--- src/rtl/game_board_glyph_draw.sv ---
// game_board_glyph_draw: overlays the board cell values as font glyphs on the VGA stream.
// Three register stages (S1, S2, output); the external font ROM reads o_address between S1 and S2,
// so every bus field leaves exactly three clocks after it arrived.
module game_board_glyph_draw #(
  parameter int          SCREEN_W    = 1024,
  parameter int          SCREEN_H    = 768,
  parameter int          MAX_N       = 16,
  parameter int          GLYPH_LOG2  = 4,
  parameter int          SCALE_LOG2  = 0,
  parameter int          VAL_W       = 5,
  parameter int          ADDR_W      = 11,
  parameter int          GLYPH_BASE  = 1,
  parameter int          BLINK_LOG2  = 5,
  parameter logic [11:0] FONT_COLOR  = 12'hfff,
  parameter logic [11:0] FIXED_COLOR = 12'haaa,
  parameter logic [11:0] SEL_COLOR   = 12'h33f
) (
  input  logic                       clk,
  input  logic                       rst_n,
  input  logic                       i_is_game_on,
  input  logic [2:0]                 i_board_size,
  input  logic [VAL_W-1:0]           i_board [MAX_N][MAX_N],
  input  logic                       i_fixed_mask [MAX_N][MAX_N],
  input  logic [3:0]                 i_selection_x,
  input  logic [3:0]                 i_selection_y,
  output logic [ADDR_W-1:0]          o_address,
  input  logic [2**GLYPH_LOG2-1:0]   i_char_pixels,
  input  logic [10:0]                i_bus_hcount,
  input  logic [10:0]                i_bus_vcount,
  input  logic                       i_bus_hsync,
  input  logic                       i_bus_vsync,
  input  logic                       i_bus_hblnk,
  input  logic                       i_bus_vblnk,
  input  logic [11:0]                i_bus_rgb,
  output logic [10:0]                o_bus_hcount,
  output logic [10:0]                o_bus_vcount,
  output logic                       o_bus_hsync,
  output logic                       o_bus_vsync,
  output logic                       o_bus_hblnk,
  output logic                       o_bus_vblnk,
  output logic [11:0]                o_bus_rgb
);

  localparam int LOG2C = GLYPH_LOG2 + SCALE_LOG2;   // log2 of the cell side in pixels
  localparam int CW    = 13;                         // geometry width, covers 7*7 cells of 64 px
  localparam int IW    = $clog2(MAX_N);              // cell index width
  localparam int CNT_W = BLINK_LOG2 + 1;
  localparam logic [ADDR_W-1:0] CODE_OFS = ADDR_W'(GLYPH_BASE - 32'sd1);
  localparam logic [CNT_W-1:0]  CNT_ONE  = {{(CNT_W-1){1'b0}}, 1'b1};

  // S0 combinational geometry
  logic [5:0]            w_n;
  logic                  w_size_ok, w_in_board, w_draw, w_empty, w_sel_ok, w_selected;
  logic                  w_blink_on, w_glyph, w_cursor, w_sel_on, w_fixed;
  logic [CW-1:0]         w_span, w_wdiff, w_hdiff, w_x0, w_y0, w_hc, w_vc, w_dx, w_dy;
  logic [IW-1:0]         w_col, w_row;
  logic [GLYPH_LOG2-1:0] w_gx, w_gy;
  logic [VAL_W-1:0]      w_value;
  logic [ADDR_W-1:0]     w_code, w_addr_next;

  // S1 / S2 / output registers
  logic [ADDR_W-1:0]     r_address;
  logic [10:0]           r_s1_hc, r_s1_vc, r_s2_hc, r_s2_vc, r_out_hc, r_out_vc;
  logic [3:0]            r_s1_ctl, r_s2_ctl, r_out_ctl;   // {hsync, vsync, hblnk, vblnk}
  logic [11:0]           r_s1_rgb, r_s2_rgb, r_out_rgb;
  logic                  r_s1_glyph, r_s1_sel_on, r_s1_fixed, r_s1_cursor;
  logic                  r_s2_glyph, r_s2_sel_on, r_s2_fixed, r_s2_cursor;
  logic [GLYPH_LOG2-1:0] r_s1_gx, r_s2_gx;
  logic [CNT_W-1:0]      r_frame_cnt;
  logic                  r_vsync_d;

  // S2 combinational composition
  logic                  w_bit;
  logic [11:0]           w_rgb;

  // S0: board placement, cell/glyph coordinates, font address and drawing attributes
  always_comb begin
    w_n        = {3'b000, i_board_size} * {3'b000, i_board_size};
    w_size_ok  = (w_n >= 6'd2) && (w_n <= 6'(MAX_N));
    w_span     = CW'(w_n) << LOG2C;
    w_wdiff    = CW'(SCREEN_W) - w_span;
    w_hdiff    = CW'(SCREEN_H) - w_span;
    w_x0       = {1'b0, w_wdiff[CW-1:1]};
    w_y0       = {1'b0, w_hdiff[CW-1:1]};
    w_hc       = CW'(i_bus_hcount);
    w_vc       = CW'(i_bus_vcount);
    w_in_board = (w_hc >= w_x0) && (w_hc < (w_x0 + w_span)) &&
                 (w_vc >= w_y0) && (w_vc < (w_y0 + w_span));
    w_dx       = w_hc - w_x0;
    w_dy       = w_vc - w_y0;
    w_col      = IW'(w_dx >> LOG2C);
    w_row      = IW'(w_dy >> LOG2C);
    // Low glyph bits of the offset divided by the replication factor
    w_gx       = GLYPH_LOG2'(w_dx >> SCALE_LOG2);
    w_gy       = GLYPH_LOG2'(w_dy >> SCALE_LOG2);
    w_value    = i_board[w_row][w_col];
    w_fixed    = i_fixed_mask[w_row][w_col];
    w_empty    = (w_value == {VAL_W{1'b0}});
    w_code     = CODE_OFS + ADDR_W'(w_value);
    w_sel_ok   = (6'(i_selection_x) < w_n) && (6'(i_selection_y) < w_n);
    w_selected = w_sel_ok && (6'(w_col) == 6'(i_selection_x)) && (6'(w_row) == 6'(i_selection_y));
    w_blink_on = ~r_frame_cnt[CNT_W-1];
    w_draw     = i_is_game_on && w_size_ok && w_in_board;
    w_glyph    = w_draw && !w_empty;
    w_sel_on   = w_draw && w_selected && w_blink_on;
    // Cursor bar: the last glyph row covers the bottom 2**SCALE_LOG2 pixel rows of the cell
    w_cursor   = w_sel_on && w_empty && (w_gy == {GLYPH_LOG2{1'b1}});
    if (w_glyph) begin
      w_addr_next = (w_code << GLYPH_LOG2) + ADDR_W'(w_gy);
    end else begin
      w_addr_next = {ADDR_W{1'b0}};
    end
  end

  // Frame counter: counts vsync rising edges, held at zero while no game is running
  always_ff @(posedge clk or negedge rst_n) begin
    if (!rst_n) begin
      r_vsync_d   <= 1'b0;
      r_frame_cnt <= {CNT_W{1'b0}};
    end else begin
      r_vsync_d <= i_bus_vsync;
      if (!i_is_game_on) begin
        r_frame_cnt <= {CNT_W{1'b0}};
      end else if (i_bus_vsync && !r_vsync_d) begin
        r_frame_cnt <= r_frame_cnt + CNT_ONE;
      end else begin
        r_frame_cnt <= r_frame_cnt;
      end
    end
  end

  // S1: register the font address together with the delayed bus and attributes
  always_ff @(posedge clk or negedge rst_n) begin
    if (!rst_n) begin
      r_address   <= {ADDR_W{1'b0}};
      r_s1_hc     <= 11'd0;
      r_s1_vc     <= 11'd0;
      r_s1_ctl    <= 4'd0;
      r_s1_rgb    <= 12'd0;
      r_s1_glyph  <= 1'b0;
      r_s1_sel_on <= 1'b0;
      r_s1_fixed  <= 1'b0;
      r_s1_cursor <= 1'b0;
      r_s1_gx     <= {GLYPH_LOG2{1'b0}};
    end else begin
      r_address   <= w_addr_next;
      r_s1_hc     <= i_bus_hcount;
      r_s1_vc     <= i_bus_vcount;
      r_s1_ctl    <= {i_bus_hsync, i_bus_vsync, i_bus_hblnk, i_bus_vblnk};
      r_s1_rgb    <= i_bus_rgb;
      r_s1_glyph  <= w_glyph;
      r_s1_sel_on <= w_sel_on;
      r_s1_fixed  <= w_fixed;
      r_s1_cursor <= w_cursor;
      r_s1_gx     <= w_gx;
    end
  end

  // S2: hold the bus and attributes while the ROM returns the glyph row
  always_ff @(posedge clk or negedge rst_n) begin
    if (!rst_n) begin
      r_s2_hc     <= 11'd0;
      r_s2_vc     <= 11'd0;
      r_s2_ctl    <= 4'd0;
      r_s2_rgb    <= 12'd0;
      r_s2_glyph  <= 1'b0;
      r_s2_sel_on <= 1'b0;
      r_s2_fixed  <= 1'b0;
      r_s2_cursor <= 1'b0;
      r_s2_gx     <= {GLYPH_LOG2{1'b0}};
    end else begin
      r_s2_hc     <= r_s1_hc;
      r_s2_vc     <= r_s1_vc;
      r_s2_ctl    <= r_s1_ctl;
      r_s2_rgb    <= r_s1_rgb;
      r_s2_glyph  <= r_s1_glyph;
      r_s2_sel_on <= r_s1_sel_on;
      r_s2_fixed  <= r_s1_fixed;
      r_s2_cursor <= r_s1_cursor;
      r_s2_gx     <= r_s1_gx;
    end
  end

  // S2 compose: pick the glyph bit (MSB = leftmost column, i.e. index ~gx) and apply colour priority
  always_comb begin
    w_bit = i_char_pixels[~r_s2_gx];
    w_rgb = r_s2_rgb;
    if (r_s2_cursor) begin
      w_rgb = SEL_COLOR;
    end else if (r_s2_glyph && w_bit) begin
      if (r_s2_sel_on) begin
        w_rgb = SEL_COLOR;
      end else if (r_s2_fixed) begin
        w_rgb = FIXED_COLOR;
      end else begin
        w_rgb = FONT_COLOR;
      end
    end else begin
      w_rgb = r_s2_rgb;
    end
  end

  // Output stage: register the composed bus
  always_ff @(posedge clk or negedge rst_n) begin
    if (!rst_n) begin
      r_out_hc  <= 11'd0;
      r_out_vc  <= 11'd0;
      r_out_ctl <= 4'd0;
      r_out_rgb <= 12'd0;
    end else begin
      r_out_hc  <= r_s2_hc;
      r_out_vc  <= r_s2_vc;
      r_out_ctl <= r_s2_ctl;
      r_out_rgb <= w_rgb;
    end
  end

  assign o_address    = r_address;
  assign o_bus_hcount = r_out_hc;
  assign o_bus_vcount = r_out_vc;
  assign o_bus_hsync  = r_out_ctl[3];
  assign o_bus_vsync  = r_out_ctl[2];
  assign o_bus_hblnk  = r_out_ctl[1];
  assign o_bus_vblnk  = r_out_ctl[0];
  assign o_bus_rgb    = r_out_rgb;

endmodule

--- config.mk ---
export PLATFORM = sky130hd
export DESIGN_NAME = game_board_glyph_draw
export DESIGN_NICKNAME = d
export VERILOG_FILES = /design/src/rtl/game_board_glyph_draw.sv
export SDC_FILE = /design/constraint.sdc
export NUM_CORES = 1
export LEC_CHECK = 0
export CAP_MARGIN = 20
export CORE_AREA = 8 8 638 640
export DETAILED_ROUTE_END_ITERATION = 10
export DIE_AREA = 0 0 646 648
export GPL_TIMING_DRIVEN = 0
export PLACE_DENSITY = 0.3
export SYNTH_ARGS = -nofsm -noshare
export SYNTH_HDL_FRONTEND = slang
export SYNTH_SLANG_ARGS = --single-unit
--- constraint.sdc ---
create_clock -name clk -period 3.59 [get_ports clk]
set_clock_uncertainty 0.1 [all_clocks]
set_input_delay 0.718 -clock clk [delete_from_list [all_inputs] [get_ports clk]]
set_output_delay 0.718 -clock clk [all_outputs]
set_load 0.01 [all_outputs]
* Yosys cells after proc, flatten, opt, wreduce, memory -nomap -nowiden *
Index checks and enable logic that the tools add are counted.

cells by class
  bitwise operators = 4
  mux-type cells = 21
  eq/ne operators = 4
  $mul = 1
  reduce and logical (&&, ||, !) cells = 19
  $lt $le $gt $ge = 11
  $add $sub $neg = 8

operators with widths
  operator                count
  $bmux 80 s4             1
  $mux 80                 2
  $bmux 16 s4             1
  $mux 12                 3
  $mux 16                 2
  $add 12x10->13          2
  $lt 11x13->1            2
  $ge 11x12->1            2
  $mux 11                 2
  $bmux 5 s4              1
  $logic_and 1x1->1       16
  $sub 8x8->8             2
  $lt 4x6->1              2
  $mux 6                  2
  $sub 11x10->12 const A  1
  $sub 10x10->11 const A  1
  $add 9x4->10            1
  $ge 5x5->1 const B      2
  $mux 5                  2
  $not 4->5               2
  $bmux 1 s4              2
  $eq 4x4->1              2
  $add 6x1->6 const B     1
  $ge 6x2->1 const B      1
  10 further kinds        13

word-level totals
  flip-flop bits (word level) = 148
  logic and storage cells = 93
  input port bits = 1604
  output and inout port bits = 49

* Logic depth before layout (Yosys ltp) *
  depth after elaboration = 14
  depth in mapped cells = 20
  depth with buffers taken out = 16

* Worst setup path before layout *
Ideal clock, no wire load.

  kind = input-to-reg
  from = input port i_board_size[0]
  to = register r_s1_cursor
  data required time = 3.422 ns
  buffers on the path = 2
  stages = 17
  arrival time = 4.344 ns
  setup slack = -0.922 ns
  cell sequence = and2_1 -> ha_1 -> inv_1 -> xnor2_1 -> ha_1 -> buf_4 -> a21o_1 -> o21a_1 -> nor2_4 -> buf_2 -> mux2_2 -> a221o_1 -> a21oi_1 -> o21ai_0 -> a32oi_2 -> o211a_1 -> and4_1

between the ends
  word-level cells in the longest chain between the ends = 13

RTL lines
  what                                         RTL line  text
  from (decl)                                  21        input logic [2:0] i_board_size,
  $mul 3x3->6 (*)                              78        w_n = {3'b000, i_board_size} * {3'b000, i_board_size};
  $sub 10x10->11                               82        w_hdiff = CW'(SCREEN_H) - w_span;
  $sub 8x8->8                                  90        w_dy = w_vc - w_y0;
  $not 4->5 (not written as such)              96        w_value = i_board[w_row][w_col];
  $bmux 80 s4                                  96
  $mux 80 (not written as such) (2 in series)  96
  $bmux 5 s4                                   96
  $mux 5 (not written as such) (2 in series)   96
  $logic_not 5->1                              98        w_empty = (w_value == {VAL_W{1'b0}});
  $logic_and 1x1->1                            107       w_cursor = w_sel_on && w_empty && (w_gy == {GLYPH_LOG2{1'b1}});
  $logic_and 1x1->1 (*)                        107
  named net w_cursor                           54        logic w_blink_on, w_glyph, w_cursor, w_sel_on, w_fixed;
  to (signal assigned)                         154       r_s1_cursor <= w_cursor;
  to (decl)                                    66        logic r_s1_glyph, r_s1_sel_on, r_s1_fixed, r_s1_cursor;

Mark *: on every way through the listed nets, which the timed path passes. The rest lies on a longest branch. The select of a mux whose other input is x is not followed.
A chain may end at the register's enable or synchronous reset.

* Worst setup path in the final report *
  from = input port i_bus_vcount[3]
  to = register r_address[0] (netlist: o_address[0])

between the ends
  word-level cells in the longest chain between the ends = 12

RTL lines
  what                                         RTL line  text
  from (decl)                                  29        input logic [10:0] i_bus_vcount,
  $sub 8x8->8                                  90
  $not 4->5 (not written as such)              96
  $bmux 80 s4                                  96
  $mux 80 (not written as such) (2 in series)  96
  $bmux 5 s4                                   96
  $mux 5 (not written as such) (2 in series)   96
  $logic_not 5->1                              98
  $logic_not 1->1                              104       w_glyph = w_draw && !w_empty;
  $logic_and 1x1->1 (*)                        104
  $mux 11 (*)                                  108       if (w_glyph) begin
  named net w_addr_next[0]                     59        logic [ADDR_W-1:0] w_code, w_addr_next;
  to (signal assigned)                         135       r_address <= {ADDR_W{1'b0}};
  to (signal assigned)                         146       r_address <= w_addr_next;
  to (decl)                                    62        logic [ADDR_W-1:0] r_address;

Marked as above.

==> summary.json <==
{
  "design_area_um2": 51800,
  "drt_wl_total_mm": 513,
  "tritoncts_clock_tree": "done",
  "die_width_um": 646,
  "global_route.overflow_total": 0,
  "timing.final.crit_period_ns": 5.07,
  "maxCapViolations": 0,
  "critical_path.reg2reg.endpoint": "o_bus_rgb[8]$_DFF_PN0_",
  "min-delay-start": "r_s1_hc[8]$_DFF_PN0_",
  "worstMarginPinSlew_ns": 1.24,
  "unrepaired_setup_endpoints_after_global_routing": "true",
  "postPlaceCellArea_um2": 44600,
  "run_status": "complete, but fails checks",
  "cts_inserted_buffers": 25,
  "post_synth_edffs": 0,
  "holdCritPathClass": "reg2reg",
  "rr_worst_depth": 6,
  "number_of_antenna_violations_at_the_first_check_in_global_routing": 598,
  "clock.fmax_ghz": 0.197,
  "grtUsageTotal_pct": 23.4,
  "rows": 232,
  "gp_congestion": 0.865,
  "powerDensity_nw_per_um2": 457,
  "power_leakage_uw": 0.0177,
  "dr_total_vias": 33100,
  "setup.reg_to_reg.worst_slack_ns": 0.81,
  "clkLatencyLatePin_ns": 0.53,
  "numPortBuffers": 1650,
  "h-tree-depth": 4,
  "detail_route.drc_violations": 0,
  "maximum_resistive_drop_on_vdd_mv": 0.204,
  "postSynthCellCount": 2060,
  "detail_route.wl_per_cell_um": 54.3,
  "portion_of_the_post_synthesis_area_used_by_sequential_elements_pct": 17.3,
  "total_power_uw": 23700,
  "report.final.setup_viol": 13,
  "root_buffer": "clkbuf_16",
  "r2r-start": "r_s2_gx[0]$_DFF_PN0_",
  "synthesis.area_per_instance_um2": 9.77,
  "critical_path.max_fanout": 9,
  "fin_crit_sh_pct": 141,
  "grt_max_degree": 84,
  "criticalPathCategory": "in2reg",
  "final_layout_size_suffix_gt1_share_pct": 26.9,
  "clk_path_buf_depth": 3,
  "yosys.cell_types.count": 87,
  "crit_path_start_kind": "input port",
  "clock_sinks": 139,
  "drt-pass1-iter-count": 6,
  "post-dp-hpwl_mm": 447,
  "dieArea_um2": 419000,
  "post-route-util_pct": 13.0,
  "design.final.nets": 5680,
  "fillerInstances": 45200,
  "synth-main-ff-cell": "dfrtp_1",
  "drt_iter0_markers": 2924,
  "failed_checks": "negative setup slack",
  "die-height_um": 648,
  "worstSetupEndpointType": "register",
  "floorplan.initialDensity_pct": 5.07,
  "timing.critical_path.arrival_ns": 5.38,
  "postSynth.asyncResetShare_pct": 100,
  "setup_ws_ns": -1.48,
  "num_io_pins": 1653,
  "yosysWarnings": 0,
  "setup.worst_path.end": "o_address[0]$_DFF_PN0_",
  "area.growth.synth_to_final_pct": 157,
  "worst_setup_hold_path_clk_slew_ns": 0.08,
  "drt-vias-per-instance": 3.50,
  "timing.final.max_slew_violations": 0,
  "required_ns": 3.90,
  "ant_nets": 0,
  "post_synthesis_sequential_element_count": 139,
  "timing.max_slew.rel_slack_pct": 16.9,
  "hold_viol": 0,
  "grt_first_pass_wirelength_mm": 585,
  "standard_cell_core_area_um2": 397000,
  "first_global_vias": 32500,
  "crit_start": "i_bus_vcount[3]",
  "mappedNetlistArea_um2": 20100
}
## cells in the final DEF (no fill, tap or decap), types with 69 or more instances in the layout
cell type,n
mux4_2,280
nor2_1,69
clkdlybuf4s50_1,1642
nand2_1,325
buf_4,192
mux2i_1,96
nand3_1,73
diode_2,149
dfrtp_1,139
buf_12,106
## repair_timing
item	4_1_cts	5_1_grt
endpoints found under the hold margin	33	0
hold buffers	1	0
endpoints found under the setup margin	13	13
cloned	4	2
buffers inserted	193	47
pin swaps	76	55
resized for setup	708	141
## area by class of cell
class                   count  area [µm²]  share of cell area, %
repair buffers           1951       20200                   39.1
well taps                5265        6590                   12.7
multi-input cells        1693       17300                   33.4
clock buffers              26         639                   1.23
inverters                  26         123                  0.237
diodes                    149         373                  0.720
flip-flops and latches    139        3480                   6.72
clock inverters             3        20.0                 0.0387
plain buffers             199        3040                   5.87
## flip-flops by register name (all words and copies together), names as in the netlist, 4 cells and up
name and count:
o_address 9, r_frame_cnt 6, o_bus_rgb 12, r_s2_rgb 12
r_s1_vc 11, r_out_ctl 4, r_s1_ctl 4, r_s1_hc 8
r_s1_rgb 12, r_s2_gx 4, r_s2_vc 11, r_s1_gx 4
o_bus_vcount 11, r_s2_hc 8, r_s2_ctl 4, o_bus_hcount 11
## synth_stat cells, drive strengths merged (7+ instances only)
cell type,number,area [µm²]
nand3,83,415
a221oi,18,158
mux4,281,6330
a21oi,75,383
o311ai,24,210
ha,39,488
mux2,25,282
o31ai,14,105
a21o,22,165
a211oi,26,200
inv,25,93.8
o21a,11,82.6
o21ai,69,349
and2,16,100
a31oi,37,231
xnor2,23,201
or3,18,113
a22oi,16,120
a2111oi,11,96.3
mux2i,115,1150
clkbuf,43,161
o221ai,7,61.3
nor3,54,287
dfrtp,139,3480
a32o,7,70.1
nor2,93,369
o32ai,13,114
o2111ai,7,61.3
a211o,7,61.3
a32oi,21,199
and3,29,181
xor2,9,78.8
nand2,347,1310
o211ai,15,113
a311oi,29,254
buf,160,1030
o22ai,14,87.6
nor4,16,100
nand4,22,138
## per-stage QoR
step	hold WS [ns]	cells	TNS (ns)	setup WS (ns)
after floorplan	0.231	2061	-6.10	-0.616
after global placement	0.231	8976	-803.65	-8.23
after detailed placement	0.235	9034	-72.07	-6.05
after CTS	0.242	9259	-15.53	-1.45
after global routing	0.251	9359	-15.00	-1.41
final	0.245	9451	-15.45	-1.48
## cell families after synthesis
kind of cell	count (synthesis)	synth area share, %
buffers and inverters	229	6.39
other	1	0.0186
AND/OR/NAND/NOR	703	15.9
flip-flops	139	17.3
AO/OA/AOI/OAI	494	17.8
XOR/XNOR	32	1.39
adder cells (fa/ha/maj)	41	2.62
multiplexers	421	38.6
## power breakdown
part           switching (µW)  total (µW)  internal, µW
logic                   12200       19800          7660
registers                42.0        1690          1650
clock network             878        2130          1260
total                   13100       23700         10600
## how the worst min path moves through the flow
stage,end,depth (start not counted)
4_1_cts,o_bus_hcount[3]$_DFF_PN0_,0
6_report,r_s2_hc[8]$_DFF_PN0_,0
3_5_place_dp,o_bus_hcount[8]$_DFF_PN0_,0
3_3_place_gp,o_bus_hcount[3]$_DFF_PN0_,0
2_1_floorplan,o_bus_hcount[10]$_DFF_PN0_,0
5_1_grt,r_s2_gx[0]$_DFF_PN0_,0
## per-layer routing
layer | track usage [%] | share of wire [%] | up-vias
met1 | 24.7 | 35 | 16800
met2 | 44.4 | 52 | 2499
met4 | 6.50 | 3.9 | 262
met3 | 7.34 | 8.1 | 1039
li1 | - | - | 12500
met5 | 0 | 0.33 | -
## critical path: stages
cell,delay [ns]
buf_12,0.11
clkinv_4,0.04
ha_4,0.14
inv_4,0.04
fa_2,0.55
buf_12,0.16
buf_16,0.18
buf_16,0.18
buf_16,0.17
mux4_2,0.61
mux2i_4,0.36
o211ai_1,0.39
a31oi_4,0.48
o221ai_2,0.19
a32oi_4,0.22
buf_12,0.16
o211a_4,0.21
a311oi_2,0.11
buf_4,0.18
Note: power is estimated with default switching activity, not from simulation.
